==> src/rtl/ctrl_50mhz_pkg.sv <==
`default_nettype none
// ============================================================================
// Module   : ctrl_pkg
// Purpose  : Definitions shared by the 50 MHz packet producer and the 2 MHz
//            group reader: FSM state encoding, header byte values and the
//            packet/group size. The group size is defined only here.
// Revision : 1.0 - initial release
// ============================================================================
package ctrl_pkg;

    // Accepted packet header bytes.
    localparam logic [7:0] c_hdr_a = 8'hA5;
    localparam logic [7:0] c_hdr_b = 8'hC3;

    // Payload bytes per packet. This must equal the reader's group size.
    // The legal range is 2..16.
    localparam int c_pkt_bytes = 4;

    // Producer FSM states, with an explicit 2-bit encoding.
    typedef enum logic [1:0] {
        HDR_WAIT = 2'b00,
        CAPTURE  = 2'b01,
        BURST    = 2'b10
    } ctrl_state_t;

    // True when a byte matches either accepted header value.
    function automatic logic is_header(input logic [7:0] b,
                                       input logic [7:0] hdr_a,
                                       input logic [7:0] hdr_b);
        return (b == hdr_a) || (b == hdr_b);
    endfunction

endpackage
`default_nettype wire

==> src/rtl/ctrl_50mhz_pkt_stage_buf.sv <==
`default_nettype none
// ============================================================================
// Module   : pkt_stage_buf
// Purpose  : PKT_BYTES x 8 staging register file. It holds one packet
//            payload between capture and the FIFO burst.
// Ports    : clk, reset_n  - clock, asynchronous active-low reset (clears all)
//            wr_en         - write strobe for the capture port
//            wr_idx/wr_byte- capture write address and data
//            rd_idx        - burst read address
//            rd_byte       - combinational read data
// Revision : 1.0 - initial release
// ============================================================================
module pkt_stage_buf #(
    parameter int PKT_BYTES = 4,
    parameter int IDX_W     = (PKT_BYTES > 1) ? $clog2(PKT_BYTES) : 1
) (
    input  logic             clk,
    input  logic             reset_n,
    input  logic             wr_en,
    input  logic [IDX_W-1:0] wr_idx,
    input  logic [7:0]       wr_byte,
    input  logic [IDX_W-1:0] rd_idx,
    output logic [7:0]       rd_byte
);

    localparam logic [IDX_W-1:0] c_last_idx = IDX_W'(PKT_BYTES - 1);

    logic [7:0] r_mem [PKT_BYTES];

    // When PKT_BYTES is not a power of two, the index range is larger than
    // the array. Addresses beyond the last entry are ignored on write and
    // read back as zero.
    always_ff @(posedge clk or negedge reset_n) begin
        if (!reset_n) begin
            for (int i = 0; i < PKT_BYTES; i++) begin
                r_mem[i] <= '0;
            end
        end else if (wr_en && (wr_idx <= c_last_idx)) begin
            r_mem[wr_idx] <= wr_byte;
        end
    end

    assign rd_byte = (rd_idx <= c_last_idx) ? r_mem[rd_idx] : 8'h00;

endmodule
`default_nettype wire

==> src/rtl/ctrl_50mhz.sv <==
`default_nettype none
// ============================================================================
// Module   : ctrl_50mhz
// Purpose  : Producer-side controller for the byte FIFO that feeds the
//            2 MHz domain. It detects a header byte and captures a
//            fixed-length payload. It then writes the whole payload into the
//            FIFO as one contiguous group, so the downstream reader stays
//            word-aligned. A header that arrives while a burst is still
//            pending is dropped as a whole packet.
// Ports    : clk, reset_n  - 50 MHz clock, asynchronous active-low reset
//            data_ena      - data_in valid strobe
//            data_in       - incoming byte
//            fifo_full     - FIFO cannot take a write this cycle
//            wr_fifo       - FIFO write strobe (one byte per cycle)
//            wr_data       - byte to write (0 outside BURST)
//            pkt_done      - pulse coincident with the last payload write
//            pkt_drop      - pulse the cycle after a rejected header
// Revision : 1.0 - initial release
// ============================================================================
module ctrl_50mhz
    import ctrl_pkg::*;
#(
    parameter logic [7:0] HDR_A     = c_hdr_a,
    parameter logic [7:0] HDR_B     = c_hdr_b,
    parameter int         PKT_BYTES = c_pkt_bytes
) (
    input  logic       clk,
    input  logic       reset_n,
    input  logic       data_ena,
    input  logic [7:0] data_in,
    input  logic       fifo_full,
    output logic       wr_fifo,
    output logic [7:0] wr_data,
    output logic       pkt_done,
    output logic       pkt_drop
);

    localparam int               c_idx_w    = (PKT_BYTES > 1) ? $clog2(PKT_BYTES) : 1;
    localparam logic [c_idx_w-1:0] c_last_idx = c_idx_w'(PKT_BYTES - 1);

    ctrl_state_t        r_state;
    ctrl_state_t        w_state_next;
    logic [c_idx_w-1:0] r_cnt;
    logic [c_idx_w-1:0] w_cnt_next;
    logic [c_idx_w-1:0] r_wr_idx;
    logic [c_idx_w-1:0] w_wr_idx_next;
    logic               r_pkt_drop;
    logic               w_drop_next;
    logic               w_cap_we;
    logic               w_is_hdr;
    logic [7:0]         w_rd_byte;

    assign w_is_hdr = is_header(data_in, HDR_A, HDR_B);
    assign pkt_drop = r_pkt_drop;

    pkt_stage_buf #(
        .PKT_BYTES (PKT_BYTES),
        .IDX_W     (c_idx_w)
    ) u_stage_buf (
        .clk     (clk),
        .reset_n (reset_n),
        .wr_en   (w_cap_we),
        .wr_idx  (r_cnt),
        .wr_byte (data_in),
        .rd_idx  (r_wr_idx),
        .rd_byte (w_rd_byte)
    );

    always_ff @(posedge clk or negedge reset_n) begin
        if (!reset_n) begin
            r_state    <= HDR_WAIT;
            r_cnt      <= '0;
            r_wr_idx   <= '0;
            r_pkt_drop <= 1'b0;
        end else begin
            r_state    <= w_state_next;
            r_cnt      <= w_cnt_next;
            r_wr_idx   <= w_wr_idx_next;
            r_pkt_drop <= w_drop_next;
        end
    end

    always_comb begin
        w_state_next  = r_state;
        w_cnt_next    = r_cnt;
        w_wr_idx_next = r_wr_idx;
        w_drop_next   = 1'b0;
        w_cap_we      = 1'b0;
        wr_fifo       = 1'b0;
        wr_data       = 8'h00;
        pkt_done      = 1'b0;

        case (r_state)
            HDR_WAIT: begin
                if (data_ena && w_is_hdr) begin
                    w_state_next = CAPTURE;
                    w_cnt_next   = '0;
                end
            end

            CAPTURE: begin
                // Header values are ordinary payload here. There is no
                // timeout, so idle cycles hold the state.
                if (data_ena) begin
                    w_cap_we = 1'b1;
                    if (r_cnt == c_last_idx) begin
                        w_state_next  = BURST;
                        w_cnt_next    = '0;
                        w_wr_idx_next = '0;
                    end else begin
                        w_cnt_next = r_cnt + 1'b1;
                    end
                end
            end

            BURST: begin
                wr_fifo = !fifo_full;
                wr_data = w_rd_byte;
                // The staging buffer is busy, so a new header is rejected.
                // Its payload bytes then reach HDR_WAIT as non-headers and
                // are ignored.
                if (data_ena && w_is_hdr) begin
                    w_drop_next = 1'b1;
                end
                if (!fifo_full) begin
                    if (r_wr_idx == c_last_idx) begin
                        pkt_done      = 1'b1;
                        w_state_next  = HDR_WAIT;
                        w_wr_idx_next = '0;
                    end else begin
                        w_wr_idx_next = r_wr_idx + 1'b1;
                    end
                end
            end

            default: begin
                w_state_next  = HDR_WAIT;
                w_cnt_next    = '0;
                w_wr_idx_next = '0;
            end
        endcase
    end

endmodule
`default_nettype wire

==> config.mk <==
export PLATFORM = sky130hd
export DESIGN_NAME = ctrl_50mhz
export DESIGN_NICKNAME = d
export VERILOG_FILES = /design/src/rtl/ctrl_50mhz_pkg.sv /design/src/rtl/ctrl_50mhz_pkt_stage_buf.sv /design/src/rtl/ctrl_50mhz.sv
export SDC_FILE = /design/constraint.sdc
export NUM_CORES = 1
export LEC_CHECK = 0
export ABC_AREA = 0
export BUFFER_PORTS_ARGS = -buffer_cell sky130_fd_sc_hd__clkbuf_2
export CORE_MARGIN = 5
export CORE_UTILIZATION = 61
export DETAILED_ROUTE_END_ITERATION = 6
export PLACE_DENSITY = 0.83
export SYNTH_ARGS = -nofsm -noshare
export SYNTH_HDL_FRONTEND = slang
export SYNTH_SLANG_ARGS = --single-unit
==> constraint.sdc <==
create_clock -name clk -period 2.9 [get_ports clk]
set_input_delay 0.58 -clock clk [delete_from_list [all_inputs] [get_ports clk]]
set_output_delay 0.58 -clock clk [all_outputs]
set_load 0.02 [all_outputs]
==> results of run 1 <==
==> stage by stage <==
stage               instance area, sq um  hold slack, ns
floorplan                           1930           0.284
global placement                    2070           0.482
detailed placement                  2070           0.491
CTS                                 2160           0.383
global route                        2160           0.424
finish                              2160           0.353
==> worst max-delay path, cell delays in order, from the launching register on <==
cell      delay [ns]
dfrtp_1         0.48
nand2b_1        0.42
nor2_1          0.34
and2_1          0.17
clkbuf_2        0.16
==> power breakdown <==
group	switching [mW]	total, mW	internal (mW)
combinational	0.212	0.557	0.345
sequential	0.126	0.848	0.722
clock	0.180	0.384	0.204
total	0.518	1.79	1.27
==> path summary, 6_finish.rpt <==
| kind | from | endpoint | slack (ns) | cells after the start |
|---|---|---|---|---|
| max | r_state[0] | pkt_done | 0.40 | 4 |
| min | reset_n | u_stage_buf.r_mem[19] | 0.35 | 1 |
| max reg2reg | r_state[0] | u_stage_buf.r_mem[2] | 1.20 | 3 |
| min reg2reg | u_stage_buf.r_mem[29] | u_stage_buf.r_mem[29] | 0.52 | 1 |
| max in group asynchronous | reset_n | u_stage_buf.r_mem[5] | 1.95 | 1 |
| min in group clk | u_stage_buf.r_mem[29] | u_stage_buf.r_mem[29] | 0.52 | 1 |
==> state kept, by name (all words and copies together), names as in the netlist <==
name               flops
r_state                2
r_cnt                  2
pkt_drop               1
r_wr_idx               2
u_stage_buf.r_mem     32
==> layer usage <==
| metal | vias up | part of all wire, % |
|---|---|---|
| met5 | - | 0 |
| met2 | 27 | 52 |
| met3 | 8 | 5.0 |
| met1 | 582 | 41 |
| met4 | 0 | 1.7 |
| li1 | 535 | - |
==> cell usage in the layout (no fill, tap or decap), types with 2 or more instances in the layout <==
master     n
a21o_1     2
and2_1     3
clkbuf_2  22
clkbuf_4   5
dfrtp_1   39
ha_1       5
inv_1      4
mux2_2    33
mux4_2     8
nand3_4    3
nor2_1     2
nor2b_1   11
nor3b_1    2
nor4bb_1   2
o21ai_0    2
o31ai_1    2
==> kinds of logic after synthesis <==
| group | after synthesis | share of synthesized area (%) |
|---|---|---|
| AOI/OAI and AO/OA | 11 | 4.09 |
| and+or+nand+nor | 28 | 11.1 |
| muxes | 41 | 28.6 |
| buffers and inverters | 9 | 2.27 |
| DFF | 39 | 50.6 |
| adders and majority gates | 5 | 3.25 |
==> area by class of cell <==
class                      instances  share of cell area [%]
clock buffer                       6                    2.38
clock inverter                     2                    1.62
tap                               44                    2.55
sequential                        39                    45.2
multi-input combinational         85                    42.1
inverter                           4                   0.696
timing repair buffer              23                    5.45
==> metrics.md, run 1 <==
| Metric | Value |
|---|---|
| Number of remaining DRC errors | 0 |
| PD cells | 829 nW/um^2 |
| Mapped Cells | 133 |
| Kind of critical path | reg -> out |
| Root buffer cell | clkbuf_4 |
| #FFs+latches synth | 39 |
| Area of the multi-input gates | 907 sq um |
| Tot Pwr | 1.79 mW |
| CP max FO | 12 |
| Post-Synthesis Cell Area | 1930 sq um |
| CTS tree | done |
| Initial antenna violation count | 0 |
| Number of enable flip-flop cells after synthesis | 0 |
| FILL cells | 224 |
| Status | completed |
| Die H | 66.2 microns |
| # H-tree levels | 2 |
| Worst Slack Setup Final | 0.399 ns |
| Final hold viol count | 0 |
| Total GRT Usage | 19.9% |
| Most frequent cell after synthesis | dfrtp_1 |
| CTS Hold Bufs | 0 |
| Arr. time, crit path | 1.92 ns |
| Detailed Route Iter0 Violations | 61 |
| Sequential cell area fraction in the yosys report | 50.6% |
| Total congestion overflow | 0 |
| Largest area contributor in the netlist | dfrtp_1 |
| CTS resizes | 0 |
| Max-slew violations | 0 |
| Slew at the pin closest to its max-slew limit | 0.946 ns |
| Setup TNS | 0 ns |
| Fin crit share | 86.3% |
| Hold Crit Class | in -> async |
| Drt total wl | 3.74 mm |
| Max Clock Freq | 400 MHz |
| Max Cap Viol | 0 |
| GR Util met2 | 34.3% |
| Routability cong. | 0.842 |
| Die area | 4380 sq um |
| Drt via density | 5.67 |
| First-pass detailed-route iteration total | 4 |
| CP Launch Type | register |
| IO Count | 23 |
| Top_reg_cell synth | dfrtp_1 |
| GR Layer Usage met1 | 24.4% |
| Pin count of the biggest net entering global routing | 40 |
| Postcts setup bufs | 0 |
| Syn_nets | 150 |
| Fin cells | 203 |
| Min Tclk post-route | 2.50 ns |
| WL/cell | 18.4 microns |
| Synth async-reset ratio | 100% |
| Top cells by count, synth | 39 x dfrtp_1, 33 x mux2_2, 11 x nor2b_1 |
| YS warnings | 0 |
| CTS Buf Count | 5 |
| Avg Cell Area, Syn | 14.5 sq um |
| # port buffers | 22 |
| Top cell type's share of synthesized area | 50.6% |
| Post-layout nets | 175 |
| Clock Skews | 0.00900 ns |
| Met3 global-route usage | 4.93% |
| Final setup vio count | 0 |
| Antenna cells | 0 |
| Worst skew pair latency | 0.35 ns |
| VDD IR-drop max | 0.517 mV |
| Placed cells | 195 |
| Register area | 976 sq um |
| Share of cells above drive strength 1 | 48.4% |
| WP data required | 2.32 ns |
| Via total after detailed routing | 1152 |
| First-pass GRT wire length | 6.38 mm |
| Clk slew on worst S/H paths | 0.13 ns |
| Yosys cell types | 27 |
| Synth-to-layout area growth | 11.9% |
| Worst Setup End Kind | output pin |
| Rel. slew slack | 36.9% |
| RSZ-0062 raised after global routing | no |
| Die Wd | 66.2 microns |
| Rows | 20 |
| # clock sinks | 39 |
| Vias in the first global route | 1322 |
| Synth area leaders | dfrtp_1 51%, mux2_2 19%, mux4_2 9.4% |
| Starting Density | 63.1% |
| Core area | 3050 sq um |
| Hpwl dp | 2.61 mm |
| Detail Route Antenna Nets | 0 |
| Pre-CTS WS | 0.754 ns |
| Leakage power | 1.04 nW |
| Core Util, Final | 70.7% |
| Grt peak-use layer | met2 |
| Clk buf depth | 2 |
Note: power is estimated with default switching activity, not from simulation.
==> run 2: changes to the inputs <==
--- a/config.mk
+++ b/config.mk
@@ -7,6 +7,7 @@
 export LEC_CHECK = 0
 export ABC_AREA = 0
 export BUFFER_PORTS_ARGS = -buffer_cell sky130_fd_sc_hd__clkbuf_2
+export CORE_ASPECT_RATIO = 0.6
 export CORE_MARGIN = 5
 export CORE_UTILIZATION = 61
 export DETAILED_ROUTE_END_ITERATION = 6
==> run 2 against run 1 <==
  * Setup slack got worse by 0.021 ns
  * Combinational power is 4.7% lower
  * Total power is 3.6% higher
  * Wire length is 0.24% lower
  * First-iteration DRC count up 1.6%
  * Non-clock buffer count fell by 1
  * Critical path type unchanged
  * Largest power group unchanged
  * Highest routed layer unchanged
==> metrics.md, run 2 (synthesis gave the netlist of run 1 again) <==
| Metric | Value |
|---|---|
| Most common cell after layout, fill and taps aside | dfrtp_1 |
| RSZ-0062 raised after global routing | no |
| Clock Skews | 0.00605 ns |
| Detailed Route Iter0 Violations | 62 |
| Worst Setup End Kind | output pin |
| PD cells | 853 nW/um^2 |
| Core area | 2950 sq um |
| Routability cong. | 0.715 |
| Drt total wl | 3.73 mm |
| Die H | 53.5 microns |
| Root buffer cell | clkbuf_8 |
| Rel. slew slack | 35.9% |
| Kind of critical path | reg -> out |
| FILL cells | 187 |
| First-pass detailed-route iteration total | 4 |
| CTS Buf Count | 5 |
| WL/cell | 18.7 microns |
| Die Wd | 82.6 microns |
| Pin count of the biggest net entering global routing | 40 |
| Register area | 976 sq um |
| VDD IR-drop max | 0.487 mV |
| Worst skew pair latency | 0.29 ns |
| Final setup vio count | 0 |
| Rows | 15 |
| Die area | 4420 sq um |
| Status | completed |
| Max-slew violations | 0 |
| Hold Crit Class | in -> async |
| Largest register by flop count | u_stage_buf.r_mem |
| Fin cells | 200 |
| Detail Route Antenna Nets | 0 |
| Setup TNS | 0 ns |
| Vias in the first global route | 1251 |
| CTS resizes | 0 |
| WP data required | 2.32 ns |
| Antenna cells | 0 |
| Share of cells above drive strength 1 | 48.1% |
| IO Count | 23 |
| Initial antenna violation count | 0 |
| Total GRT Usage | 19.8% |
| CTS Hold Bufs | 0 |
| Total congestion overflow | 0 |
| Arr. time, crit path | 1.94 ns |
| Core Util, Final | 73.8% |
| Most frequent cells in the layout | 39 x dfrtp_1, 33 x mux2_2, 22 x clkbuf_2 |
| Synth-to-layout area growth | 12.8% |
| # clock sinks | 39 |
| Hpwl dp | 2.64 mm |
| Clk buf depth | 2 |
| Placed cells | 192 |
| Max Clock Freq | 396 MHz |
| Drt via density | 5.98 |
| Max FFs per register | 32 |
| Fin crit share | 87.0% |
| Max Cap Viol | 0 |
| First-pass GRT wire length | 6.22 mm |
| Final hold viol count | 0 |
| Starting Density | 65.4% |
| Via total after detailed routing | 1196 |
| CP max FO | 11 |
| Slew at the pin closest to its max-slew limit | 0.962 ns |
| Hold slack | 0.433 ns |
| Postcts setup bufs | 0 |
| Post-layout nets | 174 |
| Min Tclk post-route | 2.52 ns |
| # port buffers | 22 |
| Area of the multi-input gates | 907 sq um |
| CP Launch Type | register |
| # H-tree levels | 2 |
| Clk slew on worst S/H paths | 0.07 ns |
| CTS tree | done |
| Number of remaining DRC errors | 0 |
| Leakage power | 1.04 nW |
-- run 2: changes by cell type in the layout (fill, tap and decap cells not counted), sizes merged --
| cell | before | now |
|---|---|---|
| buf | 1 | 0 |
| clkbuf | 28 | 27 |
| clkinv | 1 | 2 |
-- run 2: area by class of cell --
| type | instances | area share, % |
|---|---|---|
| multi-input cells | 85 | 41.7 |
| repair buffers | 22 | 5.07 |
| clock inverters | 3 | 2.01 |
| clock buffers | 5 | 3.17 |
| inverters | 4 | 0.691 |
| well taps | 42 | 2.42 |
| flip-flops and latches | 39 | 44.9 |
-- run 2: routing by layer --
layer / routed length [microns] / up-vias / track usage, %
met5: 0 / - / 0
met3: 155 / 7 / 5.52
met2: 1850 / 30 / 33.4
met1: 1670 / 618 / 25.3
met4: 50 / 0 / 6.25
li1: - / 541 / -
-- run 2: path summary, 6_finish.rpt --
kind	from	cells after the start	slack, ns	to
worst max-delay path	r_wr_idx[0]	3	0.38	wr_data[4]
worst min register to register	u_stage_buf.r_mem[15]	1	0.51	u_stage_buf.r_mem[15]
max in group asynchronous	reset_n	1	1.88	u_stage_buf.r_mem[16]
worst max register to register	r_state[0]	3	1.23	u_stage_buf.r_mem[2]
min in group clk	u_stage_buf.r_mem[15]	1	0.51	u_stage_buf.r_mem[15]
worst min-delay path	reset_n	1	0.43	u_stage_buf.r_mem[12]
-- run 2: worst max-delay path: stages (launching register included) --
cell	delay [ns]
dfrtp_1	0.73
mux4_2	0.59
nor2b_1	0.15
clkbuf_2	0.18
-- run 2: stage by stage --
step	total power, mW	area (sq um)	setup slack [ns]
3_3_place_gp	1.37	2060	0.712
3_5_place_dp	1.41	2060	0.671
6_report	1.85	2170	0.378
5_1_grt	1.95	2170	0.246
2_1_floorplan	1.29	1930	1.02
4_1_cts	1.87	2170	0.347
-- run 2: power by group --
group,internal [mW],leakage [nW],switching (mW)
Sequential,0.723,0.520,0.148
Clock,0.256,0.0581,0.195
Combinational,0.337,0.462,0.194
